<file path="src/rtl/uart_pkg.sv">
// Shared types and constants for the configurable UART transmitter.
// Includes FSM state encoding, parity modes, line levels and a data-width mask helper.
package uart_pkg;

    typedef enum logic [2:0] {
        ST_IDLE,
        ST_START,
        ST_DATA,
        ST_PARITY,
        ST_STOP,
        ST_BREAK
    } uart_state_e;

    typedef enum logic [1:0] {
        PAR_NONE     = 2'b00,
        PAR_EVEN     = 2'b01,
        PAR_ODD      = 2'b10,
        PAR_NONE_ALT = 2'b11
    } uart_parity_e;

    localparam logic UART_IDLE  = 1'b1;
    localparam logic UART_START = 1'b0;
    localparam logic UART_STOP  = 1'b1;

    localparam int UART_MAX_BITS = 8;

    // Keeps only the low 5..8 bits selected by the data_bits code.
    function automatic logic [UART_MAX_BITS-1:0] data_mask(input logic [1:0] bits);
        return UART_MAX_BITS'(8'hFF >> (2'd3 - bits));
    endfunction

endpackage

</file>
<file path="src/rtl/uart_sync_fifo.sv">
// Small synchronous FIFO with occupancy count, used as the transmit queue.
// Read data is the current head entry, valid whenever the FIFO is not empty.
module uart_sync_fifo #(
    parameter int DEPTH = 4,
    parameter int WIDTH = 8
) (
    input  logic                       clk_i,
    input  logic                       rst_ni,
    input  logic                       push_i,
    input  logic [WIDTH-1:0]           wdata_i,
    input  logic                       pop_i,
    output logic [WIDTH-1:0]           rdata_o,
    output logic                       full_o,
    output logic                       empty_o,
    output logic [$clog2(DEPTH):0]     level_o
);

    localparam int AW = $clog2(DEPTH);
    localparam int LW = AW + 1;

    logic [WIDTH-1:0] mem_q [DEPTH];
    logic [AW-1:0]    wr_ptr_q, wr_ptr_d;
    logic [AW-1:0]    rd_ptr_q, rd_ptr_d;
    logic [LW-1:0]    level_q, level_d;
    logic             push_ok, pop_ok;

    assign full_o  = (level_q == LW'(DEPTH));
    assign empty_o = (level_q == '0);
    assign level_o = level_q;
    assign rdata_o = mem_q[rd_ptr_q];

    // A push into a full FIFO is dropped even if a pop happens in the same cycle.
    assign push_ok = push_i & ~full_o;
    assign pop_ok  = pop_i & ~empty_o;

    always_comb begin
        wr_ptr_d = wr_ptr_q;
        rd_ptr_d = rd_ptr_q;
        level_d  = level_q;
        if (push_ok) wr_ptr_d = wr_ptr_q + AW'(1);
        if (pop_ok)  rd_ptr_d = rd_ptr_q + AW'(1);
        case ({push_ok, pop_ok})
            2'b10:   level_d = level_q + LW'(1);
            2'b01:   level_d = level_q - LW'(1);
            default: level_d = level_q;
        endcase
    end

    always_ff @(posedge clk_i or negedge rst_ni) begin
        if (!rst_ni) begin
            wr_ptr_q <= '0;
            rd_ptr_q <= '0;
            level_q  <= '0;
        end else begin
            wr_ptr_q <= wr_ptr_d;
            rd_ptr_q <= rd_ptr_d;
            level_q  <= level_d;
        end
    end

    // Storage needs no reset: the pointers define which entries are live.
    always_ff @(posedge clk_i) begin
        if (push_ok) mem_q[wr_ptr_q] <= wdata_i;
    end

endmodule

</file>
<file path="src/rtl/uart_tx_cfg.sv">
// UART transmitter with runtime frame format, baud divisor, TX FIFO and line break.
// Frame settings are shadowed at each frame start so mid-frame changes only affect later frames.
module uart_tx_cfg
    import uart_pkg::*;
#(
    parameter int FIFO_DEPTH = 4,
    parameter int DIV_W      = 16,
    parameter int DATA_W     = 8
) (
    input  logic                          clk_i,
    input  logic                          rst_ni,
    input  logic                          tx_valid_i,
    input  logic [DATA_W-1:0]             tx_data_i,
    output logic                          tx_ready_o,
    input  logic [DIV_W-1:0]              cfg_baud_div_i,
    input  logic [1:0]                    cfg_data_bits_i,
    input  logic [1:0]                    cfg_parity_i,
    input  logic                          cfg_stop2_i,
    input  logic                          tx_break_i,
    output logic                          tx_out_o,
    output logic                          tx_busy_o,
    output logic [$clog2(FIFO_DEPTH):0]   fifo_level_o
);

    uart_state_e       state_q, state_d;
    logic [DIV_W-1:0]  baud_cnt_q, baud_cnt_d;
    logic [2:0]        bit_cnt_q, bit_cnt_d;
    logic [DATA_W-1:0] shift_q, shift_d;
    logic [DIV_W-1:0]  div_q, div_d;
    logic [2:0]        nbits_q, nbits_d;
    logic              par_en_q, par_en_d;
    logic              par_bit_q, par_bit_d;
    logic              stop2_q, stop2_d;
    logic              tx_out_q, tx_out_d;

    logic              fifo_pop, fifo_full, fifo_empty;
    logic [DATA_W-1:0] fifo_rdata;
    logic [DATA_W-1:0] masked_data;
    logic [DIV_W-1:0]  div_eff;
    uart_parity_e      par_cfg;
    logic              bit_end;
    logic              start_frame;

    uart_sync_fifo #(
        .DEPTH (FIFO_DEPTH),
        .WIDTH (DATA_W)
    ) u_fifo (
        .clk_i   (clk_i),
        .rst_ni  (rst_ni),
        .push_i  (tx_valid_i),
        .wdata_i (tx_data_i),
        .pop_i   (fifo_pop),
        .rdata_o (fifo_rdata),
        .full_o  (fifo_full),
        .empty_o (fifo_empty),
        .level_o (fifo_level_o)
    );

    assign tx_ready_o  = ~fifo_full;
    assign tx_out_o    = tx_out_q;
    assign tx_busy_o   = (state_q != ST_IDLE);
    assign par_cfg     = uart_parity_e'(cfg_parity_i);
    assign masked_data = fifo_rdata & data_mask(cfg_data_bits_i);
    assign div_eff     = (cfg_baud_div_i < DIV_W'(2)) ? DIV_W'(2) : cfg_baud_div_i;
    assign bit_end     = (baud_cnt_q == '0);

    always_comb begin
        state_d     = state_q;
        baud_cnt_d  = baud_cnt_q;
        bit_cnt_d   = bit_cnt_q;
        shift_d     = shift_q;
        div_d       = div_q;
        nbits_d     = nbits_q;
        par_en_d    = par_en_q;
        par_bit_d   = par_bit_q;
        stop2_d     = stop2_q;
        start_frame = 1'b0;
        tx_out_d    = UART_IDLE;

        case (state_q)
            ST_IDLE: begin
                if (tx_break_i)       state_d = ST_BREAK;
                else if (!fifo_empty) start_frame = 1'b1;
            end
            ST_START: begin
                if (bit_end) begin
                    state_d   = ST_DATA;
                    bit_cnt_d = '0;
                end
            end
            ST_DATA: begin
                if (bit_end) begin
                    if (bit_cnt_q == nbits_q) begin
                        state_d   = par_en_q ? ST_PARITY : ST_STOP;
                        bit_cnt_d = '0;
                    end else begin
                        bit_cnt_d = bit_cnt_q + 3'd1;
                        shift_d   = shift_q >> 1;
                    end
                end
            end
            ST_PARITY: begin
                if (bit_end) begin
                    state_d   = ST_STOP;
                    bit_cnt_d = '0;
                end
            end
            ST_STOP: begin
                if (bit_end) begin
                    if (stop2_q && (bit_cnt_q == 3'd0)) bit_cnt_d = 3'd1;
                    else if (tx_break_i)                state_d   = ST_BREAK;
                    else if (!fifo_empty)               start_frame = 1'b1;
                    else                                state_d   = ST_IDLE;
                end
            end
            ST_BREAK: begin
                if (!tx_break_i) state_d = ST_IDLE;
            end
            default: state_d = ST_IDLE;
        endcase

        // Frame start pops the head byte and snapshots the line configuration.
        if (start_frame) begin
            state_d    = ST_START;
            shift_d    = masked_data;
            div_d      = div_eff;
            nbits_d    = 3'd4 + {1'b0, cfg_data_bits_i};
            par_en_d   = (par_cfg == PAR_EVEN) || (par_cfg == PAR_ODD);
            par_bit_d  = (^masked_data) ^ (par_cfg == PAR_ODD);
            stop2_d    = cfg_stop2_i;
            baud_cnt_d = div_eff - DIV_W'(1);
        end else if (state_d == ST_IDLE || state_d == ST_BREAK) begin
            baud_cnt_d = '0;
        end else if (bit_end) begin
            baud_cnt_d = div_q - DIV_W'(1);
        end else begin
            baud_cnt_d = baud_cnt_q - DIV_W'(1);
        end

        // Line level is registered, so it is derived from the state being entered.
        case (state_d)
            ST_IDLE:   tx_out_d = UART_IDLE;
            ST_START:  tx_out_d = UART_START;
            ST_DATA:   tx_out_d = shift_d[0];
            ST_PARITY: tx_out_d = par_bit_d;
            ST_STOP:   tx_out_d = UART_STOP;
            ST_BREAK:  tx_out_d = 1'b0;
            default:   tx_out_d = UART_IDLE;
        endcase
    end

    assign fifo_pop = start_frame;

    always_ff @(posedge clk_i or negedge rst_ni) begin
        if (!rst_ni) begin
            state_q    <= ST_IDLE;
            baud_cnt_q <= '0;
            bit_cnt_q  <= '0;
            shift_q    <= '0;
            div_q      <= DIV_W'(2);
            nbits_q    <= 3'd7;
            par_en_q   <= 1'b0;
            par_bit_q  <= 1'b0;
            stop2_q    <= 1'b0;
            tx_out_q   <= UART_IDLE;
        end else begin
            state_q    <= state_d;
            baud_cnt_q <= baud_cnt_d;
            bit_cnt_q  <= bit_cnt_d;
            shift_q    <= shift_d;
            div_q      <= div_d;
            nbits_q    <= nbits_d;
            par_en_q   <= par_en_d;
            par_bit_q  <= par_bit_d;
            stop2_q    <= stop2_d;
            tx_out_q   <= tx_out_d;
        end
    end

endmodule

</file>
<file path="config.mk">
export PLATFORM = sky130hd
export DESIGN_NAME = uart_tx_cfg
export DESIGN_NICKNAME = d
export VERILOG_FILES = /design/src/rtl/uart_pkg.sv /design/src/rtl/uart_sync_fifo.sv /design/src/rtl/uart_tx_cfg.sv
export SDC_FILE = /design/constraint.sdc
export NUM_CORES = 1
export LEC_CHECK = 0
export ABC_AREA = 1
export ABC_CLOCK_PERIOD_IN_PS = 2200
export BUFFER_PORTS_ARGS = -buffer_cell sky130_fd_sc_hd__buf_2
export CAP_MARGIN = 25
export CORE_MARGIN = 2
export CORE_UTILIZATION = 35
export DETAILED_ROUTE_END_ITERATION = 12
export HOLD_SLACK_MARGIN = 0.03
export SKIP_CTS_REPAIR_TIMING = 1
export SLEW_MARGIN = 25
export SYNTH_ARGS = -nofsm -noshare
export SYNTH_HDL_FRONTEND = slang
export SYNTH_SLANG_ARGS = --single-unit
</file>
<file path="constraint.sdc">
create_clock -name clk_i -period 2.2 [get_ports clk_i]
set_input_delay 0.22 -clock clk_i [delete_from_list [all_inputs] [get_ports clk_i]]
set_output_delay 0.22 -clock clk_i [all_outputs]
set_load 0.02 [all_outputs]
</file>
* Yosys cells after proc, flatten, opt, wreduce, memory -nomap -nowiden
Memory sizes are Yosys's and may differ from the RTL's.
Cells that the tools add are included.
** Word-level totals
- Logic and storage cells :: 109
- Memories :: 1
- Bits of input ports :: 33
- Output and inout port bits :: 6
- Bits in registers :: 60
- Memory bits (writable) :: 32
** Operators by class
- Shift operators :: 1
- Magnitude comparators :: 1
- Add/sub/neg operators :: 10
- Reductions and logical operators :: 18
- Bitwise logic cells :: 6
- Mux-type cells :: 37
- Equal/unequal tests :: 21
** Memories
- u_fifo.mem_q :: words 4, width 8, read ports 1, clocked after Yosys merged registers in 0, write ports 1, line uart_sync_fifo.sv:21 : logic [WIDTH-1:0] mem_q [DEPTH];
** Operators by type and width (count)
- $mux 16 :: 4
- $mux 3 :: 17
- $sub 16x1->16 const B :: 3
- $mux 8 :: 4
- $pmux 3 s6 :: 1
- $logic_not 16->1 :: 1
- $lt 16x2->1 const B :: 1
- $eq 3x3->1 const B :: 5
- $eq 3x2->1 const B :: 4
- $logic_not 3->1 :: 4
- $pmux 3 s3 :: 1
- $and 8x8->8 :: 1
- $reduce_xor 8->1 :: 1
- $shr 8x2->8 const A :: 1
- $mux 1 :: 7
- $add 3x1->3 const B :: 2
- $eq 3x1->1 const B :: 2
- $ne 2x2->1 const B :: 3
- $pmux 3 s2 :: 1
- $reduce_bool 2->1 :: 3
- $reduce_bool 3->1 :: 2
- $reduce_and 5->1 :: 1
- $add 2x1->2 const B :: 2
- $eq 2x1->1 const B :: 2
- other kinds (15) :: 21

* Longest topological paths before layout
Gate-level depths: netlist (run 1).
- Word-level depth :: 10
- Gate-level depth with buffers :: 17
- Depth with buffers taken out :: 17

* Cells and area by module
Synthesis (run 1) repeated with hierarchy kept, for this count alone.
** Unflattened totals
- Cell total of the unflattened synthesis :: 728
- Area, all modules :: 5479.0 sq um
** By module, submodules not included
- uart_tx_cfg :: area an instance 3737.3 sq um, times used 1, cells an instance 574, seq. area each 1306.3 sq um
- uart_sync_fifo :: area an instance 1741.7 sq um, times used 1, cells an instance 154, seq. area each 1136.1 sq um

* Least setup slack after synthesis (run 1)
Ideal clock, no wire load.
- Path type :: reg2reg
- Start :: reg bit_cnt_q[0]
- End :: reg u_fifo.level_q[2], in the netlist u_fifo.level_o[2]
- Path slack :: -207 ps
- Library setup time :: 131 ps
- Cell stages (with the launch flop) :: 15
- Arrival :: 2277 ps
- Period minus slack after synthesis :: 2407 ps
- Cells stage by stage :: dfrtp_1 -> inv_2 -> ha_1 -> nand3_1 -> inv_1 -> nor2_1 -> nand3_1 -> nand2_2 -> buf_2 -> ha_1 -> inv_1 -> fa_1 -> a21oi_1 -> o21ai_0 -> xor2_1
** On the way
- Word-level cells in the longest chain between the ends :: 8
- Elaborated cells between the ends (all ways) :: 10
- Those cells by class :: eq/ne: 2; mux: 4; bitwise: 1; reduce/logical: 3
** Ends and longest elaborated chain
- from (decl) :: line uart_tx_cfg.sv:27 : logic [2:0] bit_cnt_q, bit_cnt_d;
- from (signal assigned) :: line uart_tx_cfg.sv:169 : bit_cnt_q <= bit_cnt_d;
- $logic_not 3->1 * :: line uart_tx_cfg.sv:110 : if (stop2_q && (bit_cnt_q == 3'd0)) bit_cnt_d = 3'd1;
- $logic_and 1x1->1 * :: line uart_tx_cfg.sv:110
- $mux 1 * :: line uart_tx_cfg.sv:110
- $mux 1 * :: line uart_tx_cfg.sv:109 : if (bit_end) begin
- $pmux 1 s2 * :: line uart_tx_cfg.sv:80 : case (state_q)
- $and 1x1->1 * :: line uart_sync_fifo.sv:34 : assign pop_ok = pop_i & ~empty_o;
- net u_fifo.pop_ok :: line uart_sync_fifo.sv:25 : logic push_ok, pop_ok;
- $eq 2x1->1 / $eq 2x2->1 (equally long branches) :: line uart_sync_fifo.sv:42 : case ({push_ok, pop_ok})
- $pmux 3 s2 / $reduce_bool 2->1 (equally long branches)
- to (signal assigned) :: line uart_sync_fifo.sv:57 : level_q <= level_d;
- to (decl) :: line uart_sync_fifo.sv:24 : logic [LW-1:0] level_q, level_d;
The timed path passes the listed nets; every way through them passes the cells marked *.
A chain may end at the register's enable or synchronous reset.

* Worst setup path after layout (run 1)
- Start :: reg baud_cnt_q[8]
- End :: reg u_fifo.level_q[2], in the netlist u_fifo.level_o[2]
** On the way
- Word-level cells in the longest chain between the ends :: 6
- Elaborated cells between the ends (all ways) :: 8
- Those cells by class :: eq/ne: 2; mux: 3; bitwise: 1; reduce/logical: 2
** Ends and longest elaborated chain
- from (decl) :: line uart_tx_cfg.sv:26 : logic [DIV_W-1:0] baud_cnt_q, baud_cnt_d;
- from (signal assigned) :: line uart_tx_cfg.sv:168 : baud_cnt_q <= baud_cnt_d;
- $logic_not 16->1 * :: line uart_tx_cfg.sv:65 : assign bit_end = (baud_cnt_q == '0);
- $mux 1 * :: line uart_tx_cfg.sv:109
- $pmux 1 s2 * :: line uart_tx_cfg.sv:80
- $and 1x1->1 * :: line uart_sync_fifo.sv:34
- $eq 2x1->1 / $eq 2x2->1 (equally long branches) :: line uart_sync_fifo.sv:42
- $pmux 3 s2 / $reduce_bool 2->1 (equally long branches)
Mark *: on every way between the ends. The rest lies on a longest branch, timed or not.

==> results of run 1 <==
-- registers in the layout (all words and copies together) (netlist names), 2 cells and up --
| register | cells |
|---|---|
| u_fifo.mem_q | 32 |
| baud_cnt_q | 16 |
| div_q | 16 |
| shift_q | 8 |
| bit_cnt_q | 3 |
| state_q | 3 |
| u_fifo.level_o | 3 |
| nbits_q | 2 |
| u_fifo.rd_ptr_q | 2 |
| u_fifo.wr_ptr_q | 2 |
-- per-layer routing --
layer	part of all wire	wire, um	vias up	global-route usage
li1	-	-	2196	-
met5	0	0	-	0
met3	0.039	469	9	0.03038
met4	0.012	151	0	0.04837
met1	0.47	5650	2052	0.2018
met2	0.48	5863	86	0.2653
-- per-stage QoR --
step	instances	hold WS (ns)	setup slack (ns)
6_report	900	0.08113	0.06686
5_1_grt	900	0.08972	-0.03058
4_1_cts	893	-0.1072	0.03826
3_5_place_dp	877	0.2582	0.05121
3_3_place_gp	877	0.2617	0.1023
2_1_floorplan	650	-0.07559	-0.003515
-- worst register-to-register path: cells and delay by family, from the launching register on --
family | cells | cell delay (ns)
xor gates and xnor gates | 1 | 0.16
buffers and inverters | 2 | 0.12
DFF | 1 | 0.38
adders and majority gates | 2 | 0.47
AOI/OAI and AO/OA | 2 | 0.21
and+or+nand+nor | 6 | 0.67
-- kinds of logic after synthesis --
logic type / count (synthesis)
xor+xnor: 13
compound gates: 71
fa+ha+maj: 10
flops: 91
simple gates: 355
mux: 1
buf+inv: 109
-- final timing paths --
check | from | endpoint | slack, ns | cells after the start
setup / recovery | baud_cnt_q[8] | u_fifo.level_o[2] | 0.07 | 13
hold / removal | cfg_stop2_i | stop2_q | 0.08 | 3
setup reg to reg | baud_cnt_q[8] | u_fifo.level_o[2] | 0.07 | 13
hold reg to reg | div_q[3] | div_q[3] | 0.49 | 2
max in group asynchronous | rst_ni | tx_out_o | 1.46 | 3
min in group asynchronous | rst_ni | bit_cnt_q[2] | 0.40 | 3
-- layout make-up --
class                           instances  area share
Timing Repair Buffer                   65     0.07501
Clock inverter                          7     0.01110
Sequential cell                        91      0.4014
Inverter                               94     0.05795
Multi-Input combinational cell        450      0.3798
Tap cell                              184     0.03781
Clock buffer                            9     0.03699
-- report_power, final --
| part | switching, uW | internal [uW] | total [uW] |
|---|---|---|---|
| Sequential | 0 | 1750 | 1750 |
| Clock | 662 | 877 | 1540 |
| Combinational | 79.2 | 40.8 | 120 |
-- placed cells by master (no fill, tap or decap), drive strengths merged, types with 6 or more instances in the layout --
cell type / instances
nand2: 210
inv: 94
nor2: 69
buf: 63
nand3: 58
dfrtp: 55
o21ai: 46
edfxtp: 32
clkbuf: 10
a21oi: 10
xor2: 9
ha: 9
nand4: 7
o221ai: 6
==> run metrics, run 1 <==
status=finished, final reports clean; nets@finish=754; Core ar.=14,420 um2; clk_lat worst skew=0.34 ns; Layout fillers=1,460; DR vias/cell=4.826; power density over the cells=560.6 nW/um2; CP max-delay cell=dfrtp_1; vias in the first global route=4,113; main combinational cell family by area after synthesis=simple AND/OR/NAND/NOR gates; Port Buf Inserts=38; Post-DP Area=5663 um2; # setup viols final=0; Avg Cell Area, Syn=7.888 um2; #FFs+latches synth=91; Max Freq=0.4688 GHz; vias=4,343; die area=15,630 um2; total CTS buffers=9; Hold Violations, Final=0; Final Wtd Congestion=0.8663; Reg area=2444 um2; Worst Tran Pin Value=0.3945 ns; Max-Cap Viols=0; post-synthesis adder-cell area fraction=0.02587; # diodes=0; die span in x=125.0 um; Tmin final=2.133 ns; Pins Over Slew Limit=0; Die Ht=125.0 um; first-pass GRT wire length=19.71 mm; CTS tree=built; maximum clock insertion buffer count=2; row cnt=44; total grt overflow=0; Synth cell types=39; DRC Markers=0; EDFF count, synth=32; worst path cell trace=nor2_1, nand2_1, nor2_4, nand2_2, inv_2, nand3_2, nand2_4, ha_4, inv_2, fa_2, a21oi_2, o21ai_1, xor2_1; Synth-to-Final Area Change=18.74%; CP required=2.42 ns; post-layout util=0.4221; final period utilization=0.9696; Lkg Pwr=0.002894 uW; Multi-input gate area=2312 um2; Syn Std Cell Area=5127 um2; # IOs=39; share of cells above drive strength 1=0.2067; worst min-delay path category=in2reg; Gate Count Post-Synth=650; Synth top cells by count=202 x nand2_1, 79 x inv_1, 57 x nor2_1; setup_tns=0 ns; CTS clock-pin slew for the worst setup and hold paths=0.07 ns; Worst setup SP type=register; CP arrival=2.35 ns; WL/cell=13.48 um; Compound-Gate Fraction of Synth Area=0.08712; total power=3413 uW; Max-slew headroom=0.7346; DRT Wirelength=12.14 mm; Synth top area share=0.2684; syn nets=693; mux cell area share after synthesis=0.001952; H-tree levels=3; 1st-pass router iterations=5; Worst VDD drop=431.5 uV; count leader, synth=nand2_1; Critical Path Sink Type=register; DRT iter0 DRCs=287; clock skew=0.01010 ns; Final Cell Area=6088 um2; Final HPWL DP=8.831 mm; fraction of synthesized cell area in xor and xnor cells=0.02221; Crit path max-delay family=simple AND/OR/NAND/NOR gates; starting density of the core=0.3555; Crit Path Class=reg2reg; crit-path max cell delay=0.38 ns; post-synth top area cell=dfrtp_1; ys async rst share=0.6484; CP most frequent cell=inv_2; Clock Root Buffer=clkbuf_16; sequential share of the synthesized area=0.4763; Synth Warn #=0; post-synthesis simple-gate area fraction=0.2994; RSZ-0062 raised after global routing=yes; antenna violations before repair=0; DRT antenna net count=0; largest net degree at the start of global routing=60; Area contributors post-synth=dfrtp_1 27%, edfxtp_1 19%, nand2_1 15%, inv_1 5.8%, nand3_1 5.5%; Critical path buffers and inverters=2; gr usage total=0.1560; clock sink count=91; maximum fanout along the worst path=3; Primary FF master, synth=dfrtp_1
No activity file was read; power rests on OpenSTA's default activity.
==> inputs of run 2 (changes only) <==
CORE_MARGIN = 5   (was 2)
HOLD_SLACK_MARGIN = unset   (was 0.03)
==> run 2 against run 1 <==
Sequential share of layout area decreased by 0.21 points. Global-route usage shrank 1.0 points. Cell area is 0.51% higher. Die area increased by 9.8%. Combinational power about the same.
==> run metrics, run 2 (same netlist as run 1, synthesis figures left out) <==
status=finished, final reports clean; Worst setup SP type=register; Worst Tran Pin Value=0.4745 ns; maximum fanout along the worst path=4; Pins Over Slew Limit=0; CTS clock-pin slew for the worst setup and hold paths=0.07 ns; total grt overflow=0; Hold Path Stages=3; share of cells above drive strength 1=0.2136; setup_tns=0 ns; WL/cell=13.29 um; first-pass GRT wire length=19.78 mm; Final HPWL DP=8.748 mm; maximum clock insertion buffer count=2; clock skew=0.01110 ns; total CTS buffers=9; worst hold slack=0.07390 ns; DRT Wirelength=12.03 mm; DRT antenna net count=0; H-tree levels=3; worst hold start=cfg_stop2_i; power density over the cells=545.9 nW/um2; CTS tree=built; Crit Path Class=reg2reg; max FFs per register=32; largest net degree at the start of global routing=60; final period utilization=0.9657; P_int=2569 uW; Critical R2R Capture=u_fifo.level_o[2]; # IOs=39; 1st-pass router iterations=5; Worst VDD drop=476.3 uV; clk_lat worst skew=0.35 ns; Hold Violations, Final=0; Clock Root Buffer=clkbuf_16; commonest non-fill, non-tap cell in the layout=nand2_1; antenna violations before repair=0; RSZ-0062 raised after global routing=yes; CP required=2.44 ns; clock share of power=0.439; die area=17,170 um2; nets@finish=759; Port Buf Inserts=38; R2R depth=13; DRC Markers=0; biggest regs=u_fifo.mem_q (32), baud_cnt_q (16), div_q (16); Synth-to-Final Area Change=19.35%; DR vias/cell=4.726; # setup viols final=0; reg-to-reg startpoint=baud_cnt_q[10]; Max-slew headroom=0.6808; die span in x=131.0 um; starting density of the core=0.3555; R2R setup slack=0.08 ns; row cnt=44; vias in the first global route=4,160; Lkg Pwr=0.002945 uW; Tmin final=2.125 ns; Net Sw Frac=0.2310; Die Ht=131.0 um; commonest cells after routing, fill and taps aside=199 x nand2_1, 78 x inv_1, 56 x nor2_1; vias=4,277; Min-Delay Endpoint=stop2_q; DRT iter0 DRCs=336; worst min-delay path category=in2reg; CP arrival=2.36 ns; # diodes=0; Critical Path Sink Type=register; gr usage total=0.1460; Final Wtd Congestion=0.8966; Max-Cap Viols=0; part of the power in registers=0.525; Psw=771.6 uW; Most flops, register=u_fifo.mem_q; combinational power share=0.036; clock sink count=91; Core ar.=14,420 um2; Max Freq=0.4707 GHz
-- run 2: how the worst max path moves through the flow --
stage,start,to,slack [ns],cells past startpoint
floorplan,baud_cnt_q[12],u_fifo.level_o[2],-0.004,14
global placement,baud_cnt_q[11],u_fifo.level_o[2],0.08,13
detailed placement,baud_cnt_q[7],u_fifo.level_o[2],0.06,13
CTS,baud_cnt_q[11],baud_cnt_q[12],0.05,16
global route,baud_cnt_q[10],u_fifo.level_o[2],-0.08,13
finish,baud_cnt_q[10],u_fifo.level_o[2],0.08,13
-- run 2: area by class of cell --
| type | count | area (um2) |
|---|---|---|
| flip-flops and latches | 91 | 2444 |
| inverters | 94 | 357.8 |
| multi-input cells | 450 | 2337 |
| fillers | 1452 | 8304 |
| repair buffers | 70 | 471.7 |
| clock buffers | 9 | 225.2 |
| well taps | 184 | 230.2 |
| clock inverters | 7 | 53.80 |
-- run 2: per-stage QoR --
step                        util  instances  instance area, um2  setup slack, ns  power (uW)
after floorplan                -        650                5167        -0.003515        1825
after global placement    0.3945        879                5690          0.08348        1906
after detailed placement  0.3945        879                5690          0.06290        1909
after CTS                 0.4139        895                5969          0.04541        3385
after global routing      0.4243        905                6120         -0.08431        3464
final                     0.4243        905                6120          0.07536        3340
-- run 2: layer usage --
| layer | vias up | global-route usage | routed length (um) | share of wire |
|---|---|---|---|---|
| li1 | 2209 | - | - | - |
| met1 | 1987 | 0.1930 | 5646 | 0.47 |
| met2 | 67 | 0.2419 | 5840 | 0.49 |
| met3 | 14 | 0.02480 | 368 | 0.031 |
| met4 | 0 | 0.05142 | 172 | 0.014 |
| met5 | - | 0 | 0 | 0 |
-- run 2: critical path: stages (launching register included) --
cell     delay, ns
dfrtp_1       0.38
nor2_1        0.12
nand2_1       0.11
nor2_4        0.20
nand2_4       0.09
inv_2         0.07
nand3_2       0.09
nand2_4       0.10
ha_4          0.14
inv_4         0.03
fa_2          0.34
a21oi_2       0.13
o21ai_1       0.08
xor2_1        0.16
-- run 2: power by group through the flow --
stage / Clock [uW] / Combinational [uW] / Sequential [uW]
2_1_floorplan: 0 / 36.3 / 1790
3_3_place_gp: 0 / 117 / 1790
3_5_place_dp: 0 / 121 / 1790
4_1_cts: 1510 / 121 / 1750
5_1_grt: 1570 / 139 / 1750
6_report: 1470 / 120 / 1750
